## src/rtl/uart_pkg.sv

```systemverilog
// Shared UART definitions: frame constants, receiver state encodings and baud divisor table.
package uart_pkg;

  localparam int unsigned DATA_BITS  = 8;
  localparam int unsigned OVERSAMPLE = 16;
  localparam int unsigned MID        = 8;
  localparam int unsigned DIV_W      = 14;
  localparam int unsigned REF_CLK_HZ = 50_000_000;

  localparam logic [2:0] StIdle   = 3'd0;
  localparam logic [2:0] StStart  = 3'd1;
  localparam logic [2:0] StData   = 3'd2;
  localparam logic [2:0] StParity = 3'd3;
  localparam logic [2:0] StStop   = 3'd4;
  localparam logic [2:0] StBreak  = 3'd5;

  function automatic int unsigned baud_rate(logic [2:0] code);
    int unsigned rate;
    case (code)
      3'd0:    rate = 300;
      3'd1:    rate = 1200;
      3'd2:    rate = 4800;
      3'd3:    rate = 9600;
      3'd4:    rate = 19200;
      3'd5:    rate = 38400;
      3'd6:    rate = 57600;
      default: rate = 115200;
    endcase
    return rate;
  endfunction

  // Table holds the 16x divisors for a 50 MHz clock; other clocks get a rounded recompute.
  function automatic logic [DIV_W-1:0] baud_divisor(int unsigned clk_hz, logic [2:0] code);
    logic [DIV_W-1:0] div;
    int unsigned      rate;
    case (code)
      3'd0:    div = 14'd10417;
      3'd1:    div = 14'd2604;
      3'd2:    div = 14'd651;
      3'd3:    div = 14'd326;
      3'd4:    div = 14'd163;
      3'd5:    div = 14'd81;
      3'd6:    div = 14'd54;
      default: div = 14'd27;
    endcase
    if (clk_hz != REF_CLK_HZ) begin
      rate = baud_rate(code);
      div  = DIV_W'((clk_hz + (OVERSAMPLE / 2) * rate) / (OVERSAMPLE * rate));
    end
    return div;
  endfunction

endpackage

```

## src/rtl/uart_rx_tick.sv

```systemverilog
// Oversample tick generator: single-cycle pulse every D clocks for the selected baud code.
module uart_rx_tick
  import uart_pkg::*;
#(
  parameter int unsigned CLK_HZ = 50_000_000
) (
  input  logic       clk,
  input  logic       reset,
  input  logic [2:0] baud_select,
  output logic       tick
);

  logic [DIV_W-1:0] div_table [8];
  logic [DIV_W-1:0] div;
  logic [DIV_W-1:0] cnt_q, cnt_d;

  for (genvar i = 0; i < 8; i++) begin : g_div
    assign div_table[i] = baud_divisor(CLK_HZ, 3'(i));
  end

  assign div = div_table[baud_select];

  // >= rather than == so a switch to a faster rate never strands the counter above D.
  always_comb begin
    tick  = (cnt_q >= div);
    cnt_d = tick ? 14'd1 : cnt_q + 14'd1;
  end

  always_ff @(posedge clk or posedge reset) begin
    if (reset) begin
      cnt_q <= '0;
    end else begin
      cnt_q <= cnt_d;
    end
  end

endmodule

```

## src/rtl/uart_receiver.sv

```systemverilog
// 8E1 UART receiver: 2-flop input synchronizer, 16x oversampled mid-bit FSM, registered pulses.
module uart_receiver
  import uart_pkg::*;
#(
  parameter int unsigned CLK_HZ = 50_000_000
) (
  input  logic       clk,
  input  logic       reset,
  input  logic [2:0] baud_select,
  input  logic       RxD,
  output logic [7:0] Rx_DATA,
  output logic       Rx_VALID,
  output logic       Rx_PERROR,
  output logic       Rx_FERROR
);

  localparam logic [3:0] OsMid    = 4'(MID);
  localparam logic [3:0] OsLast   = 4'(OVERSAMPLE - 1);
  localparam logic [3:0] BitsDone = 4'(DATA_BITS);

  logic [1:0] sync_q;
  logic       rx;
  logic [2:0] state_q, state_d;
  logic [3:0] os_q, os_d;
  logic [3:0] bit_cnt_q, bit_cnt_d;
  logic [7:0] shift_q, shift_d;
  logic       parity_q, parity_d;
  logic [2:0] baud_q, baud_d;
  logic [2:0] tick_baud;
  logic       tick;
  logic       sample;
  logic       boundary;
  logic [7:0] data_d;
  logic       valid_d, perror_d, ferror_d;

  assign rx = sync_q[1];

  // Live code while idle; the latched code for the whole frame once a start bit is seen.
  assign tick_baud = (state_q == StIdle) ? baud_select : baud_q;

  uart_rx_tick #(
    .CLK_HZ(CLK_HZ)
  ) u_tick (
    .clk        (clk),
    .reset      (reset),
    .baud_select(tick_baud),
    .tick       (tick)
  );

  assign sample   = tick && (os_q == OsMid);
  assign boundary = tick && (os_q == OsLast);

  always_comb begin
    state_d   = state_q;
    os_d      = os_q;
    bit_cnt_d = bit_cnt_q;
    shift_d   = shift_q;
    parity_d  = parity_q;
    baud_d    = baud_q;
    data_d    = Rx_DATA;
    valid_d   = 1'b0;
    perror_d  = 1'b0;
    ferror_d  = 1'b0;

    if (tick && (state_q != StIdle) && (state_q != StBreak)) begin
      os_d = os_q + 4'd1;
    end

    case (state_q)
      StIdle: begin
        if (tick && !rx) begin
          state_d   = StStart;
          os_d      = '0;
          bit_cnt_d = '0;
          baud_d    = baud_select;
        end
      end
      StStart: begin
        if (sample && rx) begin
          state_d = StIdle;
          os_d    = '0;
        end else if (boundary) begin
          state_d = StData;
        end
      end
      StData: begin
        if (sample) begin
          shift_d   = {rx, shift_q[7:1]};
          bit_cnt_d = bit_cnt_q + 4'd1;
        end else if (boundary && (bit_cnt_q == BitsDone)) begin
          state_d = StParity;
        end
      end
      StParity: begin
        if (sample) begin
          parity_d = rx;
        end else if (boundary) begin
          state_d = StStop;
        end
      end
      StStop: begin
        if (sample) begin
          data_d = shift_q;
          os_d   = '0;
          // Framing error outranks parity; a low stop bit parks the FSM until the line recovers.
          if (!rx) begin
            ferror_d = 1'b1;
            state_d  = StBreak;
          end else begin
            perror_d = (parity_q != ^shift_q);
            valid_d  = (parity_q == ^shift_q);
            state_d  = StIdle;
          end
        end
      end
      StBreak: begin
        if (tick && rx) begin
          state_d = StIdle;
        end
      end
      default: state_d = StIdle;
    endcase
  end

  always_ff @(posedge clk or posedge reset) begin
    if (reset) begin
      sync_q    <= 2'b11;
      state_q   <= StIdle;
      os_q      <= '0;
      bit_cnt_q <= '0;
      shift_q   <= '0;
      parity_q  <= 1'b0;
      baud_q    <= '0;
      Rx_DATA   <= 8'h00;
      Rx_VALID  <= 1'b0;
      Rx_PERROR <= 1'b0;
      Rx_FERROR <= 1'b0;
    end else begin
      sync_q    <= {sync_q[0], RxD};
      state_q   <= state_d;
      os_q      <= os_d;
      bit_cnt_q <= bit_cnt_d;
      shift_q   <= shift_d;
      parity_q  <= parity_d;
      baud_q    <= baud_d;
      Rx_DATA   <= data_d;
      Rx_VALID  <= valid_d;
      Rx_PERROR <= perror_d;
      Rx_FERROR <= ferror_d;
    end
  end

endmodule

```

## config.mk

```make
export PLATFORM = sky130hd
export DESIGN_NAME = uart_receiver
export DESIGN_NICKNAME = d
export VERILOG_FILES = /design/src/rtl/uart_pkg.sv /design/src/rtl/uart_rx_tick.sv /design/src/rtl/uart_receiver.sv
export SDC_FILE = /design/constraint.sdc
export NUM_CORES = 1
export LEC_CHECK = 0
export CORE_ASPECT_RATIO = 1.1
export CORE_MARGIN = 5
export CORE_UTILIZATION = 60
export CTS_CLUSTER_DIAMETER = 100
export DETAILED_ROUTE_END_ITERATION = 10
export MAX_ROUTING_LAYER = met4
export PLACE_DENSITY = 0.83
export SLEW_MARGIN = 30
export SYNTH_ARGS = -nofsm -noshare
export SYNTH_HDL_FRONTEND = slang
export SYNTH_SLANG_ARGS = --single-unit
```

## constraint.sdc

```tcl
create_clock -name clk -period 10.1 [get_ports clk]
set_input_delay 1.01 -clock clk [delete_from_list [all_inputs] [get_ports clk]]
set_output_delay 1.01 -clock clk [all_outputs]
set_load 0.03 [all_outputs]
```

==> results.sh, run 1 <==
export IMPL_syn_cell_area_mm2=0.002835
export IMPL_antenna_found_initial=0
export IMPL_worstSetupPathType="flop to flop"
export IMPL_numCtsBuffers=5
export IMPL_peakVddDrop_mv=0.1100
export IMPL_cts_root_buffer="clkbuf_8"
export IMPL_grtUsageTotal_pct=20.42
export IMPL_clk_latency_ns=0.31
export IMPL_core_area_mm2=0.004619
export IMPL_grt_pass1_wl_um=9418
export IMPL_viasPerCell=5.884
export IMPL_ys_seq_elements=50
export IMPL_die_h_um=82.10
export IMPL_route_detailed_drc=0
export IMPL_io_pins=17
export IMPL_final_setup_skew_ns=0.01188
export IMPL_crit_required_ns=10.29
export IMPL_rsz0062_at_grt="no"
export IMPL_netlist_top_cell_by_area="dfrtp_1"
export IMPL_avgSynthCellArea_um2=10.39
export IMPL_synth_nets=298
export IMPL_post_cts_buffers=0
export IMPL_power_density_mw_per_mm2=111.7
export IMPL_synth_top_area_share_pct=42.37
export IMPL_worstHoldPathType="flop to flop"
export IMPL_worst_slew_pin_slew_ns=0.8466
export IMPL_cts_tree="built"
export IMPL_htreeDepth=2
export IMPL_leakage_nw=1.427
export IMPL_area_growth_synth_to_final_pct=10.37
export IMPL_end_kind="flop"
export IMPL_fmax_mhz=213.2
export IMPL_drv_cap=0
export IMPL_cts_buffer_depth=2
export IMPL_maxSlewViolCount=0
export IMPL_async_reset_ff_share_pct=100.0
export IMPL_syn_inst=273
export IMPL_finalCritPeriodShare_pct=46.44
export IMPL_row_count=26
export IMPL_period_minus_slack_ns=4.691
export IMPL_clk_pin_slew_ns=0.10
export IMPL_place_ws_ns=5.096
export IMPL_antennaDiodeCount=0
export IMPL_cp_arrival_ns=4.88
export IMPL_detail_route_antenna_nets=0
export IMPL_place_congestion=0.9069
export IMPL_dp_hpwl_um=3822
export IMPL_start_util_pct=61.38
export IMPL_critPathMaxFanout=17
export IMPL_drtIter0Drc=131
export IMPL_post_cts_resized=0
export IMPL_portBuffers=16
export IMPL_synth_ff_type="dfrtp_1"
export IMPL_slew_headroom_pct=41.94
export IMPL_drt_pass1_iterations=4
export IMPL_first_global_vias=2094
export IMPL_ys_seq_area_share_pct=44.22
export IMPL_drive_above_1_share_pct=12.80
export IMPL_fin_nets=313
export IMPL_fin_area_mm2=0.003129
export IMPL_die_w_um=75.54
export IMPL_status="finished, final reports clean"
export IMPL_setup_violations=0
export IMPL_synth_cell_types=51
export IMPL_yosysWarnings=0
export IMPL_final_hold_violation_count=0
export IMPL_wl_per_cell_um=15.27
export IMPL_dr_total_vias=2030
export IMPL_grt_overflow=0
export IMPL_clock_sinks=50
export IMPL_synth_edf_count=0
export IMPL_dpl_cell_area_mm2=0.003019
export IMPL_worst_slack_ns=5.409
export IMPL_cts_hold_fix_buffers=0
export IMPL_grt_max_degree=51
export IMPL_tns_ns=0
export IMPL_crit_path_start_kind="flop"
export IMPL_dieArea_mm2=0.006201
export IMPL_drt_wl_total_um=5268
export IMPL_n_fill_cell=354
export IMPL_synthTopCellsByArea="dfrtp_1 42%, mux2_2 8.7%, ha_1 8.4%"
## routing by layer
metal / track usage (%) / up-vias / part of all wire [%]
li1: - / 1007 / -
met5: - / - / 0
met2: 34.89 / 36 / 51
met3: 3.874 / 11 / 2.6
met1: 23.83 / 976 / 45
met4: 7.343 / 0 / 1.9
## cell usage in the layout (no fill, tap or decap), types with 2 or more instances in the layout
cell type        count
dfrtp_1             48
mux2_2              22
nor2_1              19
ha_1                19
nand2_1             18
a21oi_1             17
clkdlybuf4s50_1     16
o21ai_0             15
inv_1               14
nand4_1             10
nand3_1             10
xor2_1              10
xnor2_1             10
clkbuf_8             5
or3_1                4
nor2b_1              3
and2_1               3
nor3_1               3
o211ai_1             3
nor3b_1              2
mux2i_1              2
and4_1               2
and3_1               2
nand3b_1             2
dfstp_2              2
## metrics by stage
stage               util [%]  hold slack, ns  std cells  power (mW)
floorplan                  -          0.3452        273      0.2082
global placement       65.30          0.3459        337      0.2117
detailed placement     65.36          0.3473        337      0.2119
CTS                    67.74          0.3600        345      0.3540
global route           67.74          0.3649        345      0.3626
finish                 67.74          0.3581        345      0.3496
## power by group
part	internal, mW	switching (mW)	total (mW)
sequential	0.201	0.000537	0.201
combinational	0.00190	0.00427	0.00617
clock	0.0739	0.0682	0.142
total	0.277	0.0730	0.350
## sequential cells by signal, indices dropped and copies added (netlist names)
signal,count
shift_q,8
parity_q,1
baud_q,3
bit_cnt_q,4
state_q,3
Rx_DATA,8
sync_q,2
u_tick.cnt_q,14
Rx_PERROR,1
Rx_VALID,1
Rx_FERROR,1
os_q,4
## synth_stat cells (all sizes together) (3+ instances only)
library cell  count
a21oi            17
and2              4
buf               4
clkbuf            4
dfrtp            48
ha               19
inv              15
mux2             22
nand2            19
nand3            10
nand4            10
nor2             19
nor2b             3
nor3              4
o211ai            3
o21ai            15
or3               4
xnor2            10
xor2             10
## cell families (layout without fill, tap and decap cells)
| group | count (synthesis) | after routing | share of synthesized area (%) |
|---|---|---|---|
| buffers and inverters | 23 | 39 | 3.707 |
| AO/OA/AOI/OAI | 52 | 52 | 12.23 |
| multiplexers | 24 | 24 | 9.444 |
| adder cells (fa/ha/maj) | 19 | 19 | 8.385 |
| flip-flops | 50 | 50 | 44.22 |
| AND/OR/NAND/NOR | 85 | 85 | 15.84 |
| XOR/XNOR | 20 | 20 | 6.178 |
## final cells by class
cell class | count | area, um2 | share of cell area (%)
flip-flops and latches | 50 | 1254 | 40.06
clock buffers | 6 | 72.57 | 2.319
inverters | 15 | 58.81 | 1.879
well taps | 56 | 70.07 | 2.239
clock inverters | 2 | 37.54 | 1.200
repair buffers | 16 | 160.2 | 5.118
multi-input cells | 200 | 1476 | 47.18
## worst paths after layout
kind | from | end | slack [ns] | cells after the start
min reg2reg | sync_q[0] | sync_q[1] | 0.36 | 0
max in group asynchronous | reset | os_q[0] | 8.58 | 2
min | sync_q[0] | sync_q[1] | 0.36 | 0
min in group asynchronous | reset | baud_q[2] | 1.12 | 2
max | state_q[0] | Rx_DATA[7] | 5.41 | 13
max reg2reg | state_q[0] | Rx_DATA[7] | 5.41 | 13
## critical path: stages (launching register included)
cell     delay (ns)
dfrtp_1        0.50
nor3_2         0.52
mux2i_1        0.61
inv_1          0.18
ha_1           0.32
nand2_1        0.07
o31a_1         0.15
ha_1           0.30
a21o_1         0.12
nand3_1        0.09
a311o_4        0.45
nand2_2        0.27
nand4_1        0.53
mux2_2         0.46
Note: power is estimated with default switching activity, not from simulation.
==> inputs of run 2 (changes only) <==
--- a/config.mk
+++ b/config.mk
@@ -7,11 +7,11 @@
 export LEC_CHECK = 0
 export CORE_ASPECT_RATIO = 1.1
 export CORE_MARGIN = 5
-export CORE_UTILIZATION = 60
+export CORE_UTILIZATION = 53
 export CTS_CLUSTER_DIAMETER = 100
 export DETAILED_ROUTE_END_ITERATION = 10
 export MAX_ROUTING_LAYER = met4
-export PLACE_DENSITY = 0.83
+export PLACE_DENSITY = 0.78
 export SLEW_MARGIN = 30
 export SYNTH_ARGS = -nofsm -noshare
 export SYNTH_HDL_FRONTEND = slang
==> constraint.sdc (replaced) <==
create_clock -name clk -period 4.1 [get_ports clk]
set_input_delay 0.41 -clock clk [delete_from_list [all_inputs] [get_ports clk]]
set_output_delay 0.41 -clock clk [all_outputs]
set_load 0.03 [all_outputs]
==> run 2 against run 1 <==
  * Routed wire length grew 2.1%
  * Hold slack improved by 0.0041 ns
  * Sequential power is 150% higher
  * Combinational power rose by 150%
  * Critical path type unchanged
  * Largest cell class unchanged
  * Highest routed layer unchanged
==> results.sh, run 2 (synthesis gave the netlist of run 1 again) <==
export IMPL_final_cell_mix="48 x dfrtp_1, 22 x mux2_2, 19 x nor2_1, 19 x ha_1, 18 x nand2_1"
export IMPL_core_area_mm2=0.005290
export IMPL_end_kind="flop"
export IMPL_cp_arrival_ns=3.93
export IMPL_n_fill_cell=431
export IMPL_critPathMaxFanout=12
export IMPL_fin_area_mm2=0.003206
export IMPL_dp_hpwl_um=3874
export IMPL_slowest_delay_ns=0.50
export IMPL_htreeDepth=2
export IMPL_rsz0062_at_grt="no"
export IMPL_worstSetupPathType="flop to flop"
export IMPL_fmax_mhz=267.9
export IMPL_power_density_mw_per_mm2=272.3
export IMPL_fin_nets=319
export IMPL_cts_hold_fix_buffers=0
export IMPL_slew_headroom_pct=60.29
export IMPL_post_cts_buffers=0
export IMPL_grtUsageTotal_pct=17.68
export IMPL_area_growth_synth_to_final_pct=13.06
export IMPL_viasPerCell=5.476
export IMPL_maxSlewViolCount=0
export IMPL_io_pins=17
export IMPL_numPlacedInstances=362
export IMPL_cts_tree="built"
export IMPL_drv_cap=0
export IMPL_fin_hold_ws_ns=0.3622
export IMPL_final_setup_skew_ns=0.006219
export IMPL_drt_wl_total_um=5376
export IMPL_critical_path_reg2reg_startpoint="state_q[1]"
export IMPL_wl_per_cell_um=14.53
export IMPL_grt_pass1_wl_um=9522
export IMPL_clk_latency_ns=0.30
export IMPL_slowest_stage="dfrtp_1"
export IMPL_drtIter0Drc=81
export IMPL_antennaDiodeCount=0
export IMPL_dpl_cell_area_mm2=0.003088
export IMPL_start_util_pct=53.60
export IMPL_dr_total_vias=2026
export IMPL_clk_pin_slew_ns=0.10
export IMPL_hold_depth=0
export IMPL_utilization_pct=60.60
export IMPL_row_count=28
export IMPL_crit_path_start_kind="flop"
export IMPL_finalCritPeriodShare_pct=91.06
export IMPL_period_minus_slack_ns=3.733
export IMPL_die_w_um=79.74
export IMPL_route_detailed_drc=0
export IMPL_drt_pass1_iterations=5
export IMPL_worst_slew_pin_slew_ns=0.5956
export IMPL_largest_reg_flops=14
export IMPL_portBuffers=16
export IMPL_detail_route_antenna_nets=0
export IMPL_setup_violations=0
export IMPL_die_h_um=86.71
export IMPL_tns_ns=0
export IMPL_crit_family="simple AND/OR/NAND/NOR gates"
export IMPL_place_ws_ns=0.3668
export IMPL_regMostFlops="u_tick.cnt_q"
export IMPL_worstHoldPathType="flop to flop"
export IMPL_reg_largest_list="u_tick.cnt_q: 14 flops, Rx_DATA: 8 flops, shift_q: 8 flops"
export IMPL_crit_required_ns=4.30
export IMPL_leakage_nw=1.459
export IMPL_worst_r2r_cell_count=13
export IMPL_peakVddDrop_mv=0.2544
export IMPL_place_congestion=0.9521
export IMPL_grt_overflow=0
export IMPL_cts_root_buffer="clkbuf_8"
export IMPL_cts_buffer_depth=2
export IMPL_final_common_cell="dfrtp_1"
export IMPL_path_cells="nor3_2 > buf_4 > mux2_2 > ha_1 > nand2_1 > o31a_1 > ha_1 > a21o_1 > nand3_1 > a311o_4 > nand2_2 > and2_1 > mux2_2"
export IMPL_worst_slack_ns=0.3667
export IMPL_post_cts_resized=0
export IMPL_status="finished, final reports clean"
export IMPL_clock_sinks=50
export IMPL_antenna_found_initial=0
export IMPL_total_power_mw=0.8729
export IMPL_startpoint="state_q[1]"
export IMPL_hp_start="sync_q[0]"
export IMPL_numCtsBuffers=5
export IMPL_final_hold_violation_count=0
export IMPL_grt_max_degree=51
export IMPL_drive_above_1_share_pct=14.92
export IMPL_dieArea_mm2=0.006914
export IMPL_cp_depth=13
export IMPL_worst_path_buf_inv=1
export IMPL_first_global_vias=2093
export IMPL_instances_no_fill=370
run 2: changes by cell type in the layout (fill, tap and decap cells not counted), sizes merged:
cell / before / now
clkbuf: 6 / 5
inv: 15 / 16
buf: 0 / 6
run 2: worst paths after layout:
kind / endpoint / slack, ns
worst min-delay path: sync_q[1] / 0.36
max in group asynchronous: shift_q[4] / 3.18
min in group asynchronous: baud_q[2] / 0.53
worst min register to register: sync_q[1] / 0.36
worst max-delay path: shift_q[7] / 0.37
worst max register to register: shift_q[7] / 0.37
run 2: metal layers:
metal / wire length (um) / up-vias / track usage, %
met5: 0 / - / -
met4: 95 / 0 / 6.759
met3: 172 / 8 / 2.911
met2: 2605 / 42 / 29.01
met1: 2502 / 963 / 21.97
li1: - / 1013 / -
run 2: cell type report:
type	count	area, um2	share of cell area, %
multi-input combinational	200	1476	46.06
sequential	50	1254	39.11
timing repair buffer	22	205.2	6.401
tap	75	93.84	2.927
clock buffer	5	68.82	2.147
inverter	15	58.81	1.835
clock inverter	3	48.80	1.522
run 2: power breakdown:
group | switching (mW) | leakage, nW | internal (mW) | total (mW)
Combinational | 0.0107 | 0.736 | 0.00469 | 0.0154
Clock | 0.175 | 0.0563 | 0.186 | 0.362
Sequential | 0.00138 | 0.667 | 0.495 | 0.496
